[src/rtl/concat_if_pkg.sv]
// Shared types for the two-requester concat / if-else result slot.
package concat_if_pkg;

  localparam int CNT_W = 8;

  typedef struct packed {
    logic [3:0] a;
    logic [3:0] b;
    logic [7:0] c;
    logic       cond;
  } op_t;

  typedef struct packed {
    logic [15:0] concat;
    logic [7:0]  if_else;
  } res_t;

  typedef enum logic {EMPTY = 1'b0, FULL = 1'b1} state_t;

  // Result of one operation: {a,b,c} and cond ? c : {a,b}
  function automatic res_t compute(op_t op);
    res_t r;
    r.concat  = {op.a, op.b, op.c};
    r.if_else = op.cond ? op.c : {op.a, op.b};
    return r;
  endfunction

endpackage

[src/rtl/concat_if_arb_if.sv]
// Request/result bus of concat_if_arb; slave is the block's view.
interface concat_if_arb_if;
  import concat_if_pkg::*;

  logic             req0_valid, req0_ready;
  logic [3:0]       req0_a, req0_b;
  logic [7:0]       req0_c;
  logic             req0_cond;
  logic             req1_valid, req1_ready;
  logic [3:0]       req1_a, req1_b;
  logic [7:0]       req1_c;
  logic             req1_cond;
  logic             out_valid, out_ready;
  logic [15:0]      out_concat;
  logic [7:0]       out_if_else;
  logic             out_src;
  logic [CNT_W-1:0] cnt0, cnt1;

  modport slave (
    input  req0_valid, req0_a, req0_b, req0_c, req0_cond,
    input  req1_valid, req1_a, req1_b, req1_c, req1_cond,
    input  out_ready,
    output req0_ready, req1_ready,
    output out_valid, out_concat, out_if_else, out_src, cnt0, cnt1
  );

  modport master (
    output req0_valid, req0_a, req0_b, req0_c, req0_cond,
    output req1_valid, req1_a, req1_b, req1_c, req1_cond,
    output out_ready,
    input  req0_ready, req1_ready,
    input  out_valid, out_concat, out_if_else, out_src, cnt0, cnt1
  );

endinterface

[src/rtl/concat_if_arb_rr_arb2.sv]
// Two-way round-robin arbiter; pointer names the favoured requester.
module rr_arb2 (
  input  logic       clk,
  input  logic       rst,
  input  logic [1:0] req,
  input  logic       en,
  output logic [1:0] gnt
);

  logic ptr;

  // Grant: lone requester wins, contention resolved by pointer
  always_comb begin
    gnt = 2'b00;
    if (en) begin
      case (req)
        2'b01:   gnt = 2'b01;
        2'b10:   gnt = 2'b10;
        2'b11:   gnt = ptr ? 2'b10 : 2'b01;
        default: gnt = 2'b00;
      endcase
    end
  end

  // Pointer moves to the loser after each grant, holds otherwise
  always_ff @(posedge clk) begin
    if (rst)         ptr <= 1'b0;
    else if (gnt[0]) ptr <= 1'b1;
    else if (gnt[1]) ptr <= 1'b0;
  end

endmodule

[src/rtl/concat_if_arb.sv]
// Single-slot result register fed by a round-robin pick of two requesters.
module concat_if_arb
  import concat_if_pkg::*;
(
  input  logic            clk,
  input  logic            rst,
  concat_if_arb_if.slave  bus
);

  state_t                 state, state_nxt;
  logic                   slot_free, en, grant;
  logic [1:0]             req, gnt;
  op_t                    op0, op1, op_sel;
  res_t                   res, res_q;
  logic                   src_q;
  logic [1:0][CNT_W-1:0]  cnt;

  // Slot accepts new work when empty or being drained this cycle;
  // reset masks grants so no handshake happens while rst is high.
  assign slot_free = (state == EMPTY) || bus.out_ready;
  assign en        = slot_free && !rst;
  assign req       = {bus.req1_valid, bus.req0_valid};

  rr_arb2 u_arb (
    .clk (clk),
    .rst (rst),
    .req (req),
    .en  (en),
    .gnt (gnt)
  );

  assign grant          = |gnt;
  assign bus.req0_ready = gnt[0];
  assign bus.req1_ready = gnt[1];

  assign op0 = '{a: bus.req0_a, b: bus.req0_b, c: bus.req0_c, cond: bus.req0_cond};
  assign op1 = '{a: bus.req1_a, b: bus.req1_b, c: bus.req1_c, cond: bus.req1_cond};

  // Operand mux toward the granted requester
  always_comb begin
    op_sel = op0;
    if (gnt[1]) op_sel = op1;
  end

  assign res = compute(op_sel);

  // Slot state register
  always_ff @(posedge clk) begin
    if (rst) state <= EMPTY;
    else     state <= state_nxt;
  end

  // Slot next state: fill on grant, drain on consume without refill
  always_comb begin
    state_nxt = state;
    case (state)
      EMPTY:   if (grant) state_nxt = FULL;
      FULL:    if (bus.out_ready && !grant) state_nxt = EMPTY;
      default: state_nxt = EMPTY;
    endcase
  end

  // Result data loads only on grant; holds after drain
  always_ff @(posedge clk) begin
    if (rst) begin
      res_q <= '0;
      src_q <= 1'b0;
    end else if (grant) begin
      res_q <= res;
      src_q <= gnt[1];
    end
  end

  // Saturating per-requester accept counters
  always_ff @(posedge clk) begin
    if (rst) begin
      cnt <= '0;
    end else begin
      for (int i = 0; i < 2; i++)
        if (gnt[i] && (cnt[i] != {CNT_W{1'b1}})) cnt[i] <= cnt[i] + 1'b1;
    end
  end

  assign bus.out_valid   = (state == FULL);
  assign bus.out_concat  = res_q.concat;
  assign bus.out_if_else = res_q.if_else;
  assign bus.out_src     = src_q;
  assign bus.cnt0        = cnt[0];
  assign bus.cnt1        = cnt[1];

endmodule

[src/flat_wrapper.sv]
// flat-port wrapper written by rule: the top's interface ports become plain ports
module concat_if_arb_flat import concat_if_pkg::*;
  (clk, rst, bus_req0_valid, bus_req0_a, bus_req0_b, bus_req0_c, bus_req0_cond, bus_req1_valid, bus_req1_a, bus_req1_b, bus_req1_c, bus_req1_cond, bus_out_ready, bus_req0_ready, bus_req1_ready, bus_out_valid, bus_out_concat, bus_out_if_else, bus_out_src, bus_cnt0, bus_cnt1);
  concat_if_arb_if bus_i ();
  input  logic clk;
  input  logic rst;
  input wire logic [$bits(bus_i.req0_valid)-1:0] bus_req0_valid;
  input wire logic [$bits(bus_i.req0_a)-1:0] bus_req0_a;
  input wire logic [$bits(bus_i.req0_b)-1:0] bus_req0_b;
  input wire logic [$bits(bus_i.req0_c)-1:0] bus_req0_c;
  input wire logic [$bits(bus_i.req0_cond)-1:0] bus_req0_cond;
  input wire logic [$bits(bus_i.req1_valid)-1:0] bus_req1_valid;
  input wire logic [$bits(bus_i.req1_a)-1:0] bus_req1_a;
  input wire logic [$bits(bus_i.req1_b)-1:0] bus_req1_b;
  input wire logic [$bits(bus_i.req1_c)-1:0] bus_req1_c;
  input wire logic [$bits(bus_i.req1_cond)-1:0] bus_req1_cond;
  input wire logic [$bits(bus_i.out_ready)-1:0] bus_out_ready;
  output wire logic [$bits(bus_i.req0_ready)-1:0] bus_req0_ready;
  output wire logic [$bits(bus_i.req1_ready)-1:0] bus_req1_ready;
  output wire logic [$bits(bus_i.out_valid)-1:0] bus_out_valid;
  output wire logic [$bits(bus_i.out_concat)-1:0] bus_out_concat;
  output wire logic [$bits(bus_i.out_if_else)-1:0] bus_out_if_else;
  output wire logic [$bits(bus_i.out_src)-1:0] bus_out_src;
  output wire logic [$bits(bus_i.cnt0)-1:0] bus_cnt0;
  output wire logic [$bits(bus_i.cnt1)-1:0] bus_cnt1;
  assign bus_i.req0_valid = bus_req0_valid;
  assign bus_i.req0_a = bus_req0_a;
  assign bus_i.req0_b = bus_req0_b;
  assign bus_i.req0_c = bus_req0_c;
  assign bus_i.req0_cond = bus_req0_cond;
  assign bus_i.req1_valid = bus_req1_valid;
  assign bus_i.req1_a = bus_req1_a;
  assign bus_i.req1_b = bus_req1_b;
  assign bus_i.req1_c = bus_req1_c;
  assign bus_i.req1_cond = bus_req1_cond;
  assign bus_i.out_ready = bus_out_ready;
  assign bus_req0_ready = bus_i.req0_ready;
  assign bus_req1_ready = bus_i.req1_ready;
  assign bus_out_valid = bus_i.out_valid;
  assign bus_out_concat = bus_i.out_concat;
  assign bus_out_if_else = bus_i.out_if_else;
  assign bus_out_src = bus_i.out_src;
  assign bus_cnt0 = bus_i.cnt0;
  assign bus_cnt1 = bus_i.cnt1;
  concat_if_arb u_core (.clk(clk), .rst(rst), .bus(bus_i));
endmodule
[config.mk]
export PLATFORM = sky130hd
export DESIGN_NAME = concat_if_arb_flat
export DESIGN_NICKNAME = d
export VERILOG_FILES = /design/src/rtl/concat_if_pkg.sv /design/src/rtl/concat_if_arb_if.sv /design/src/rtl/concat_if_arb_rr_arb2.sv /design/src/rtl/concat_if_arb.sv /design/src/flat_wrapper.sv
export SDC_FILE = /design/constraint.sdc
export NUM_CORES = 1
export LEC_CHECK = 0
export CAP_MARGIN = 30
export CORE_MARGIN = 2
export CORE_UTILIZATION = 43
export DETAILED_ROUTE_END_ITERATION = 10
export GPL_ROUTABILITY_DRIVEN = 0
export PLACE_DENSITY_LB_ADDON = 0.2
export SYNTH_ARGS = -nofsm -noshare
export SYNTH_HDL_FRONTEND = slang
export SYNTH_SLANG_ARGS = --single-unit
[constraint.sdc]
create_clock -name clk -period 1.9 [get_ports clk]
set_input_delay 0.38 -clock clk [delete_from_list [all_inputs] [get_ports clk]]
set_output_delay 0.38 -clock clk [all_outputs]
set_load 0.02 [all_outputs]
==> results.txt, run 1 <==
The arrival time of data at the critical path endpoint is 1480 ps. Row generation in the floorplan step produced 25 rows. The share of layout cells above drive strength 1 came out at 0.113. In the synthesized netlist, the number of instances is 252. At the end of the flow the core is filled with cells to 0.667. The post-synthesis compound-gate area fraction came out at 0.244. The top cell type's share of synthesized area came out at 0.409. The critical path class is primary input to output port. The H-tree level count came out at 2. For the final database, setup skew stands at 7.25 ps. The cell sitting at the root of the clock tree is a clkbuf_8. The register share of total power came out at 0.471. On the final layout, the worst hold slack is 480 ps. The power density relative to cell area came out at around 670 nW/µm².

Once layout is complete, the cells apart from fillers number 404. The endpoint identified for the worst register-to-register timing path is u_core.bus.cnt0[3]. Once the clock tree was built, the setup fixing pass inserted 0 buffers. The worst max-slew margin expressed relative to the limit is 0.757. After synthesis, the largest family of logic cells by area is simple AND/OR/NAND/NOR gates. The number of flops mapped to enable cells by yosys is 0. The detailed-route wire length per cell is 14.7 µm. The deepest clock path buffer count is 2. Ranked by total cell area, the synthesized netlist is headed by dfxtp_1 (41%), nand2_1 (7.9%), a311oi_1 (6.7%), mux2_2 (4.3%), nor2_1 (3.7%). The share of flip-flops with an asynchronous set or reset after synthesis came out at 0. The residual DRC count is 0. The data required time at the worst endpoint came out at 1520 ps.

Tracing the worst setup path back leads to its startpoint at bus_out_ready. The run finished with clean final reports. The worst setup path is captured at an output port. The die extent in x came out at 73.9 µm.

For this run the aggregate overflow at the end of global routing stands at 0. The number of antenna violations at the first check in global routing is 0. The via count of the first global-routing pass is 2065.

The via density per instance is 5.48. The signed area change from the synthesized netlist to the final layout is 49.8%. After synthesis the cells add up to 2100 µm². The cell-internal power came out at 1530 µW. The CTS clock-pin slew for the worst setup and hold paths came out at 80 ps.

For the worst flop-to-flop path, the logic depth is 6. The final-report hold violation count came to 0. Clock tree synthesis found a total of 43 sinks. The part of the power in combinational logic is 0.225.

The wire length of the first global-routing pass came out at 9760 µm. The max-slew violation count came out at 0. Of the synthesized area, sequential elements account for 0.409. The flop and latch count out of synthesis is 43. The synthesized-area fraction occupied by adder cells came out at 0.0119.

Of the total power, the share spent switching nets is 0.273. The length of the first detailed-routing pass in iterations came out at 4. The worst register-to-register path begins at u_core.bus.cnt0[0]. The starting density of the core is 0.445. In this run the remaining antenna-violating nets after routing total 0. The most used flip-flop cell after synthesis is dfxtp_1. The measured slew at the worst slew-check pin is 363 ps. The number of setup violations in the final report is 0. For this block, the initial DRC count from the detailed router was 154. The period utilization came out at 0.980. The multiplexer area fraction after synthesis came out at 0.0428. The placed wire-length estimate after detailed placement is ~4200 µm.

Summed over all nets, the switching power comes to 572 µW. The fill cell instance count of the final layout is roughly 410. TritonCTS built the clock tree.

Of the total power, the clock network draws 0.305. Dividing the synthesized area by the synthesized cell count gives between 8 and 9 µm². The count of synthesis-stage warnings from yosys is 0.

The total nets after synthesis is just under 300. Entering global routing, the biggest net connects 32 pins. The kind of launch point of the worst setup path is a primary input. The detailed router placed 2214 vias in this run. Across all register-to-register paths, the minimum setup slack is 230 ps. The leakage power came out at between 0.001 and 0.0015 µW. The area of the placeable core is 4720 µm². The number of placed instances, taps included, is roughly 400. The final period demand of the worst path came out at 1860 ps. The die area is ~5500 µm². Of the total synthesized cell area, the portion taken by XOR and XNOR cells is 0. The total of max-cap violations came out at 0. The number of nets in the layout came out at 377. The largest area contributor in the netlist is dfxtp_1. Clock tree synthesis inserted a total of 5 buffers. The worst hold path startpoint is u_core.bus.out_concat[5]. Setup repair after global routing left no endpoint under its margin.

In the global route stage, overall resource usage came out at 0.226. The distinct cell type count of the synthesized netlist is 35. The worst IR drop on VDD came out at 0.381 mV. The I/O pin total is 83.

The final standard cell area without fillers is 3150 µm². The area fraction in and, or, nand and nor cells after synthesis is 0.247. The repair_antennas step left the layout with diodes totalling 0. The count of input and output buffers is 82. The critical path ends at bus_req0_ready.

The insertion delay to the later sink of the worst-skew pair came out at around 290 ps. The post-detailed-placement cell area came out at 3040 µm². nand2_1 is the most common cell in the netlist.

By count the netlist is led by nand2_1 (44), dfxtp_1 (43), nor2_1 (21). The top fanout value on the critical path came out at 3. The maximum achievable frequency is ~540 MHz. The total wirelength of the detailed-routed design is 5930 µm.

The die is approximately 74 µm tall. The tightest min-delay check is of the flip-flop to flip-flop type.
[per-layer routing]
metal,global-route usage,up-vias,part of all wire
met5,0,-,0
met4,0.0626,0,0.0047
met3,0.0488,2,0.068
met2,0.374,79,0.49
met1,0.299,1027,0.44
li1,-,1106,-
[logic make-up (layout without fill, tap and decap cells)]
logic type,after synthesis,in the layout
simple gates,105,105
compound gates,71,71
flops,43,43
buf+inv,23,108
mux,8,8
fa+ha+maj,2,2
[worst max-delay path, stage by stage]
cell	delay, ps
clkdlybuf4s50_1	450
nand2b_2	180
nand4_4	130
inv_2	90
clkdlybuf4s15_2	260
[how the worst min path moves through the flow]
stage | endpoint | cells past startpoint
floorplan | u_core.u_arb.ptr | 1
global placement | u_core.bus.out_src | 1
detailed placement | u_core.bus.out_if_else[0] | 2
CTS | u_core.bus.out_concat[3] | 2
global route | u_core.bus.out_if_else[6] | 2
finish | u_core.bus.out_concat[5] | 2
[state kept, by name (all words and copies together) (netlist names)]
register                flops
u_core.bus.cnt0             8
u_core.bus.cnt1             8
u_core.bus.out_concat      16
u_core.bus.out_if_else      8
u_core.bus.out_src          1
u_core.bus.out_valid        1
u_core.u_arb.ptr            1
[cell usage in the layout (no fill, tap or decap), types with 2 or more instances in the layout]
| master | instances |
|---|---|
| inv_2 | 2 |
| or3_1 | 2 |
| o31ai_1 | 4 |
| a31oi_1 | 8 |
| nand4_1 | 3 |
| o41ai_1 | 2 |
| buf_4 | 11 |
| a311oi_1 | 16 |
| a41oi_1 | 4 |
| clkdlybuf4s50_1 | 78 |
| o211ai_1 | 8 |
| nor2_1 | 21 |
| mux2_2 | 8 |
| nand3b_1 | 2 |
| nand3_1 | 7 |
| or4_1 | 2 |
| dfxtp_1 | 43 |
| o21ai_0 | 12 |
| nand2b_1 | 11 |
| clkbuf_8 | 7 |
| a31o_2 | 2 |
| nand4_4 | 2 |
| nor3_1 | 6 |
| dlymetal6s2s_1 | 2 |
| a21oi_1 | 8 |
| nand2_1 | 43 |
| ha_1 | 2 |
| o311ai_0 | 4 |
| inv_1 | 3 |
[per-stage QoR]
stage               setup slack, ps  setup TNS, ps  power, µW
floorplan                       331              0       1230
global placement               -316          -3520       1470
detailed placement             -313          -4410       1480
CTS                            17.0              0       2120
global route                  0.412              0       2190
finish                         37.9              0       2100
[power groups by stage]
stage / Clock [µW] / Sequential [µW] / Combinational, µW
floorplan: 0 / 1070 / 162
global placement: 0 / 1010 / 467
detailed placement: 0 / 1010 / 472
CTS: 654 / 988 / 474
global route: 684 / 995 / 509
finish: 639 / 988 / 471
[final cells by class]
type                            count  area, µm²  share of cell area
Timing Repair Buffer               95        936               0.297
Inverter                            5       18.8             0.00596
Multi-Input combinational cell    186       1150               0.365
Clock buffer                        8        100              0.0318
Tap cell                           67       83.8              0.0266
Sequential cell                    43        861               0.273
[repair_timing]
action                                  CTS  global route
hold buffers                              0             0
resized for setup                         6             5
cloned                                    0             0
endpoints found under the setup margin    2             4
(Power assumes the default switching activity.)
==> run 2, diff against run 1 <==
DONT_BUFFER_PORTS = 1   (was default)
==> run 2 against run 1 <==
Highest routed layer unchanged; utilization down 17 points; sequential share of layout area up 9.2 points; via count down 14%; sequential power up 6%.
==> results.txt, run 2 (synthesized netlist as in run 1, its figures left out) <==
The depth of the most critical reg-to-reg path came out at 5 (was 6). The die area is 5470 µm² (unchanged). The number of nets still failing antenna checks after routing is 0 (unchanged). The signed area change from the synthesized netlist to the final layout is 12.1% (was 49.8%). The number of buffers added to fix hold violations after cts came out at 0 (unchanged). The cell row count is 25 (unchanged).

The total of max-cap violations came out at 0 (unchanged). The number of cells traversed by the worst hold path is 1 (was 2). The residual DRC count came out at 0 (unchanged). The total wirelength of the detailed-routed design is 5520 µm (was 5930 µm). The top fanout value on the critical path came out at 13 (was 3). The die extent in x is 73.9 µm (unchanged). The max-slew violation count came out at 0 (unchanged). The period utilization is 0.942 (was 0.980). The number of buffers added by the clock tree synthesis step was 5 (unchanged). The maximum achievable frequency is 558 MHz (was 537 MHz). The wire length of the first global-routing pass was 8650 µm (was 9760 µm). The count of input and output buffers is 0 (was 82). The pin count of the biggest net entering global routing came out at 30 (was 32). The sum of overflow across all layers after global routing was 0 (unchanged). The DRC marker count from the first detailed-route iteration is 106 (was 154). The setup clock skew after layout came out at 3.00 ps (was 7.25 ps). The I/O pin total is 83 (unchanged).

The final standard cell area without fillers is 2360 µm² (was 3150 µm²). The power density relative to cell area is 777 nW/µm² (was 666 nW/µm²). The post-layout worst setup margin was 109 ps (was 37.9 ps). The via density per instance came out at 5.86 (was 5.48). The H-tree level count was 2 (unchanged). The critical path class is flip-flop to output port (was primary input to output port).

The fill cell instance count of the final layout came out at 464 (was 414). The area of the placeable core is 4720 µm² (unchanged). Result of the run: finished, final reports clean (unchanged). The placed wire-length estimate after detailed placement came to 3880 µm (was 4170 µm). The insertion delay to the later sink of the worst-skew pair was 290 ps (about the same). The worst IR drop on VDD came out at 0.377 mV (was 0.381 mV). The number of flip-flops in the largest register was 16 (unchanged).

The deepest clock path buffer count came out at 2 (unchanged). The overall global routing resource usage is 0.206 (was 0.226). The overall via count from detail_route is 1915 (was 2214). The minimum setup slack after placement came out at 208 ps (was -313 ps).

The detailed-route wire length per cell was 16.9 µm (was 14.7 µm). The via count of the first global-routing pass is 1780 (was 2065). The final core area utilization is 0.499 (was 0.667). Commonest cells after routing, fill and taps aside: nand2_1 (44), dfxtp_1 (43), nor2_1 (21) (was clkdlybuf4s50_1 (78), nand2_1 (43), dfxtp_1 (43)).

The number of antenna violations at the first check in global routing is 0 (unchanged). The arrival time of data at the critical path endpoint came to 1410 ps (was 1480 ps). The post-detailed-placement cell area is 2270 µm² (was 3040 µm²). The kind of launch point of the worst setup path is a flip-flop (was primary input).

The number of setup violations in the final report came out at 0 (unchanged). The leakage power came out at 0.000797 µW (was 0.00110 µW). The commonest non-fill, non-tap cell in the layout was nand2_1 (was clkdlybuf4s50_1). The clock tree root buffer cell is clkbuf_8 (unchanged). The path class of the lowest-slack min-delay path is primary input to flip-flop (was flip-flop to flip-flop). The endpoint kind of the worst setup timing path is an output port (unchanged). The die span in y is 73.9 µm (unchanged).

The setup total negative slack came to 0 ps (unchanged). The number of nets in the layout is 300 (was 377). The final-report hold violation count was 0 (unchanged). The worst max-slew margin expressed relative to the limit was 0.744 (was 0.757). The measured slew at the worst slew-check pin is 384 ps (was 363 ps). The antenna diode instance count came out at 0 (unchanged). The starting density of the core is 0.445 (unchanged). The share of layout cells above drive strength 1 is 0.150 (was 0.113). The CTS clock-pin slew for the worst setup and hold paths is 80 ps (about the same).

The number of clock sinks seen by CTS came to 43 (unchanged). The data required time at the worst endpoint is 1520 ps (about the same). The length of the first detailed-routing pass in iterations came to 4 (unchanged). The count of buffers added by post-CTS timing repair for setup came out at 0 (unchanged). Unrepaired setup endpoints after global routing: no (unchanged). The final period demand of the worst path came out at 1790 ps (was 1860 ps). The number of gates resized after cts is 0 (was 6). The TritonCTS clock tree is done (unchanged).
## run 2: changes by cell type in the layout (fill, tap and decap cells not counted), sizes merged
cell	delta
clkdlybuf4s15	-1
dlymetal6s2s	-2
clkbuf	-1
clkdlybuf4s50	-78
buf	+4
clkinv	+1
## run 2: worst paths after layout
path,from,end,slack (ps)
worst max register to register,u_core.bus.cnt1[0],u_core.bus.cnt1[3],210
worst min-delay path,rst,u_core.bus.cnt0[3],140
worst min register to register,u_core.u_arb.ptr,u_core.u_arb.ptr,520
worst max-delay path,u_core.bus.out_valid,bus_req0_ready,110
## run 2: worst max-delay path, stage by stage (launching register included)
cell and delay (ps):
dfxtp_1 390, nand2b_2 160, nand4_4 260, inv_6 190, buf_12 120
## run 2: routing by layer
metal  track usage  wire length [µm]  up-vias  part of all wire
met5             0                 0        -                 0
met2         0.316              2500       66              0.45
li1              -                 -      952                 -
met1         0.272              2480      890              0.45
met3        0.0840               486        7             0.088
met4        0.0485                47        0            0.0085
## run 2: power by group
part | leakage, µW | internal, µW | switching (µW)
clock | 0.0000422 | 259 | 318
combinational | 0.000403 | 91.1 | 110
sequential | 0.000352 | 954 | 98.9
## run 2: area by class of cell
class | instances | area [µm²] | area share
clock buffer | 7 | 76.3 | 0.0324
sequential | 43 | 861 | 0.365
tap | 67 | 83.8 | 0.0355
multi-input combinational | 186 | 1150 | 0.487
timing repair buffer | 18 | 160 | 0.0679
inverter | 5 | 23.8 | 0.0101
clock inverter | 1 | 5.00 | 0.00212
## run 2: metrics by stage
stage	instances	power, µW	hold WS, ps
floorplan	252	1230	474
global placement	319	1270	455
detailed placement	319	1280	454
CTS	327	1840	137
global route	327	1900	124
finish	327	1830	140
==> run 3, diff against run 2 <==
REMOVE_ABC_BUFFERS = 1   (was default)
==> run 3 against run 2 <==
Cell area rose by 2.0%; first-iteration DRC count increased by 12%; sequential power is essentially flat; sequential share of layout area fell by 0.70 points; critical endpoint unchanged; largest cell class unchanged.
==> results.txt, run 3 (synthesized netlist as in run 1, its figures left out) <==
The die area came out at 5470 µm² (unchanged). The sum of overflow across all layers after global routing came out at 0 (unchanged). The share of layout cells above drive strength 1 is 0.164 (was 0.150). The cell row count is 25 (unchanged).

The number of antenna violations at the first check in global routing is 0 (unchanged). The I/O pin total is 83 (unchanged). The count of input and output buffers came out at 0 (unchanged).

The maximum achievable frequency is 568 MHz (was 558 MHz). The period utilization came out at 0.927 (was 0.942). The starting density of the core came out at 0.445 (unchanged).

Unrepaired setup endpoints after global routing: no (unchanged). The commonest non-fill, non-tap cell in the layout was nand2_1 (unchanged). The area of the placeable core came to 4720 µm² (unchanged). The overall via count from detail_route came to 1944 (was 1915). The arrival time of data at the critical path endpoint came to 1380 ps (was 1410 ps). The power density relative to cell area came out at 833 nW/µm² (was 777 nW/µm²). The die span in y was 73.9 µm (unchanged). The deepest clock path buffer count came out at 2 (unchanged). The final-report hold violation count is 0 (unchanged).

The number of nets in the layout came out at 302 (was 300). Commonest cells after routing, fill and taps aside: nand2_1 (44), dfxtp_1 (43), nor2_1 (21) (unchanged). The residual DRC count came out at 0 (unchanged). The detailed-route wire length per cell is 16.6 µm (was 16.9 µm). The switching fraction of total power is 0.264 (was 0.288). Result of the run: finished, final reports clean (unchanged). The count of buffers added by post-CTS timing repair for setup came out at 0 (unchanged). The number of clock sinks seen by CTS came out at 43 (unchanged). The path class of the lowest-slack min-delay path is primary input to flip-flop (unchanged). The net switching power of the design came out at 528 µW (about the same). The number of nets still failing antenna checks after routing is 0 (unchanged).

The cell-internal power came out at 1470 µW (was 1300 µW). The register share of total power is 0.523 (was 0.575). The TritonCTS clock tree is done (unchanged). The area of combinational cells with multiple inputs is 1150 µm² (unchanged). The area occupied by registers is 861 µm² (unchanged). The setup clock skew after layout came out at 4.84 ps (was 3.00 ps).

The kind of launch point of the worst setup path is a flip-flop (unchanged). The number of setup violations in the final report was 0 (unchanged). The via density per instance came to 5.91 (was 5.86). The number of flip-flops in the largest register is 16 (unchanged). The clock network fraction of design power is 0.373 (was 0.315). The leakage power came out at 0.000827 µW (was 0.000797 µW).

The H-tree level count came out at 2 (unchanged). The number of gates resized after cts came out at 0 (unchanged). The length of the first detailed-routing pass in iterations came to 4 (unchanged). The critical path class was flip-flop to output port (unchanged).

The worst IR drop on VDD was 0.426 mV (was 0.377 mV). The total of max-cap violations came out at 0 (unchanged). The placed wire-length estimate after detailed placement is 3780 µm (was 3880 µm). The number of buffers added by the clock tree synthesis step is 5 (unchanged). The measured slew at the worst slew-check pin came out at 385 ps (was 384 ps).

The die extent in x came out at 73.9 µm (unchanged). The endpoint kind of the worst setup timing path is an output port (unchanged). The total chip power is 2000 µW (was 1830 µW). The final period demand of the worst path came to 1760 ps (was 1790 ps). The pin count of the biggest net entering global routing came to 32 (was 30). The via count of the first global-routing pass is 1824 (was 1780). The clock tree root buffer cell is clkbuf_8 (unchanged). The max-slew violation count came to 0 (unchanged). The wire length of the first global-routing pass is 8770 µm (was 8650 µm). The fill cell instance count of the final layout is 456 (was 464). The worst max-slew margin expressed relative to the limit came out at 0.742 (was 0.744).

The setup total negative slack is 0 ps (unchanged). The DRC marker count from the first detailed-route iteration is 119 (was 106). The overall global routing resource usage is 0.208 (was 0.206). The insertion delay to the later sink of the worst-skew pair is 290 ps (about the same). The top fanout value on the critical path came out at 20 (was 13).

The antenna diode instance count came out at 0 (unchanged). The signed area change from the synthesized netlist to the final layout came out at 14.3% (was 12.1%). The part of the power in combinational logic is 0.104 (was 0.110). The CTS clock-pin slew for the worst setup and hold paths is 80 ps (about the same). The data required time at the worst endpoint came out at 1520 ps (about the same). The number of buffers added to fix hold violations after cts is 0 (unchanged). The total wirelength of the detailed-routed design came out at 5450 µm (was 5520 µm).
==> run 3: changes by cell type in the layout (fill, tap and decap cells not counted), sizes merged <==
cell,before,now
buf,18,20
clkbuf,7,6
bufinv,0,1
==> run 3: path summary, 6_finish.rpt <==
check / from / to / slack [ps] / depth (start not counted)
setup / recovery: u_core.bus.out_valid / bus_req0_ready / 140 / 5
hold / removal: rst / u_core.bus.cnt1[7] / 150 / 1
setup reg to reg: u_core.bus.cnt0[0] / u_core.bus.cnt0[3] / 290 / 6
hold reg to reg: u_core.u_arb.ptr / u_core.u_arb.ptr / 530 / 1
==> run 3: worst max-delay path, stage by stage, from the launching register on <==
cell and delay [ps]:
dfxtp_1 320, nand2b_2 130, nand4_4 210, inv_2 140, buf_12 160, buf_12 120
==> run 3: per-stage QoR <==
| stage | util | instance area (µm²) | worst slack [ps] | hold slack [ps] | cells |
|---|---|---|---|---|---|
| final | 0.509 | 2400 | 138 | 146 | 329 |
| after global routing | 0.509 | 2400 | 58.2 | 127 | 329 |
| after detailed placement | 0.484 | 2290 | 308 | 455 | 321 |
| after global placement | 0.484 | 2290 | 350 | 455 | 321 |
| after CTS | 0.509 | 2400 | 114 | 134 | 329 |
| after floorplan | - | 2030 | 15.4 | 449 | 234 |
==> run 3: area by class of cell <==
cell class | instances | area share
repair buffers | 20 | 0.0728
well taps | 67 | 0.0349
multi-input cells | 186 | 0.478
inverters | 5 | 0.00780
flip-flops and latches | 43 | 0.358
clock inverters | 2 | 0.0146
clock buffers | 6 | 0.0343
==> run 3: power groups by stage <==
stage | Sequential [µW] | Combinational, µW | Clock (µW)
after floorplan | 1070 | 139 | 0
after global placement | 1070 | 206 | 0
after detailed placement | 1070 | 210 | 0
after CTS | 1050 | 210 | 767
after global routing | 1050 | 235 | 804
final | 1050 | 208 | 747
==> run 3: routing by layer <==
layer | part of all wire | GRT usage | vias up | wire (µm)
li1 | - | - | 956 | -
met3 | 0.10 | 0.0921 | 7 | 563
met4 | 0.012 | 0.0667 | 0 | 63
met2 | 0.45 | 0.318 | 76 | 2450
met1 | 0.44 | 0.262 | 905 | 2380
met5 | 0 | 0 | - | 0
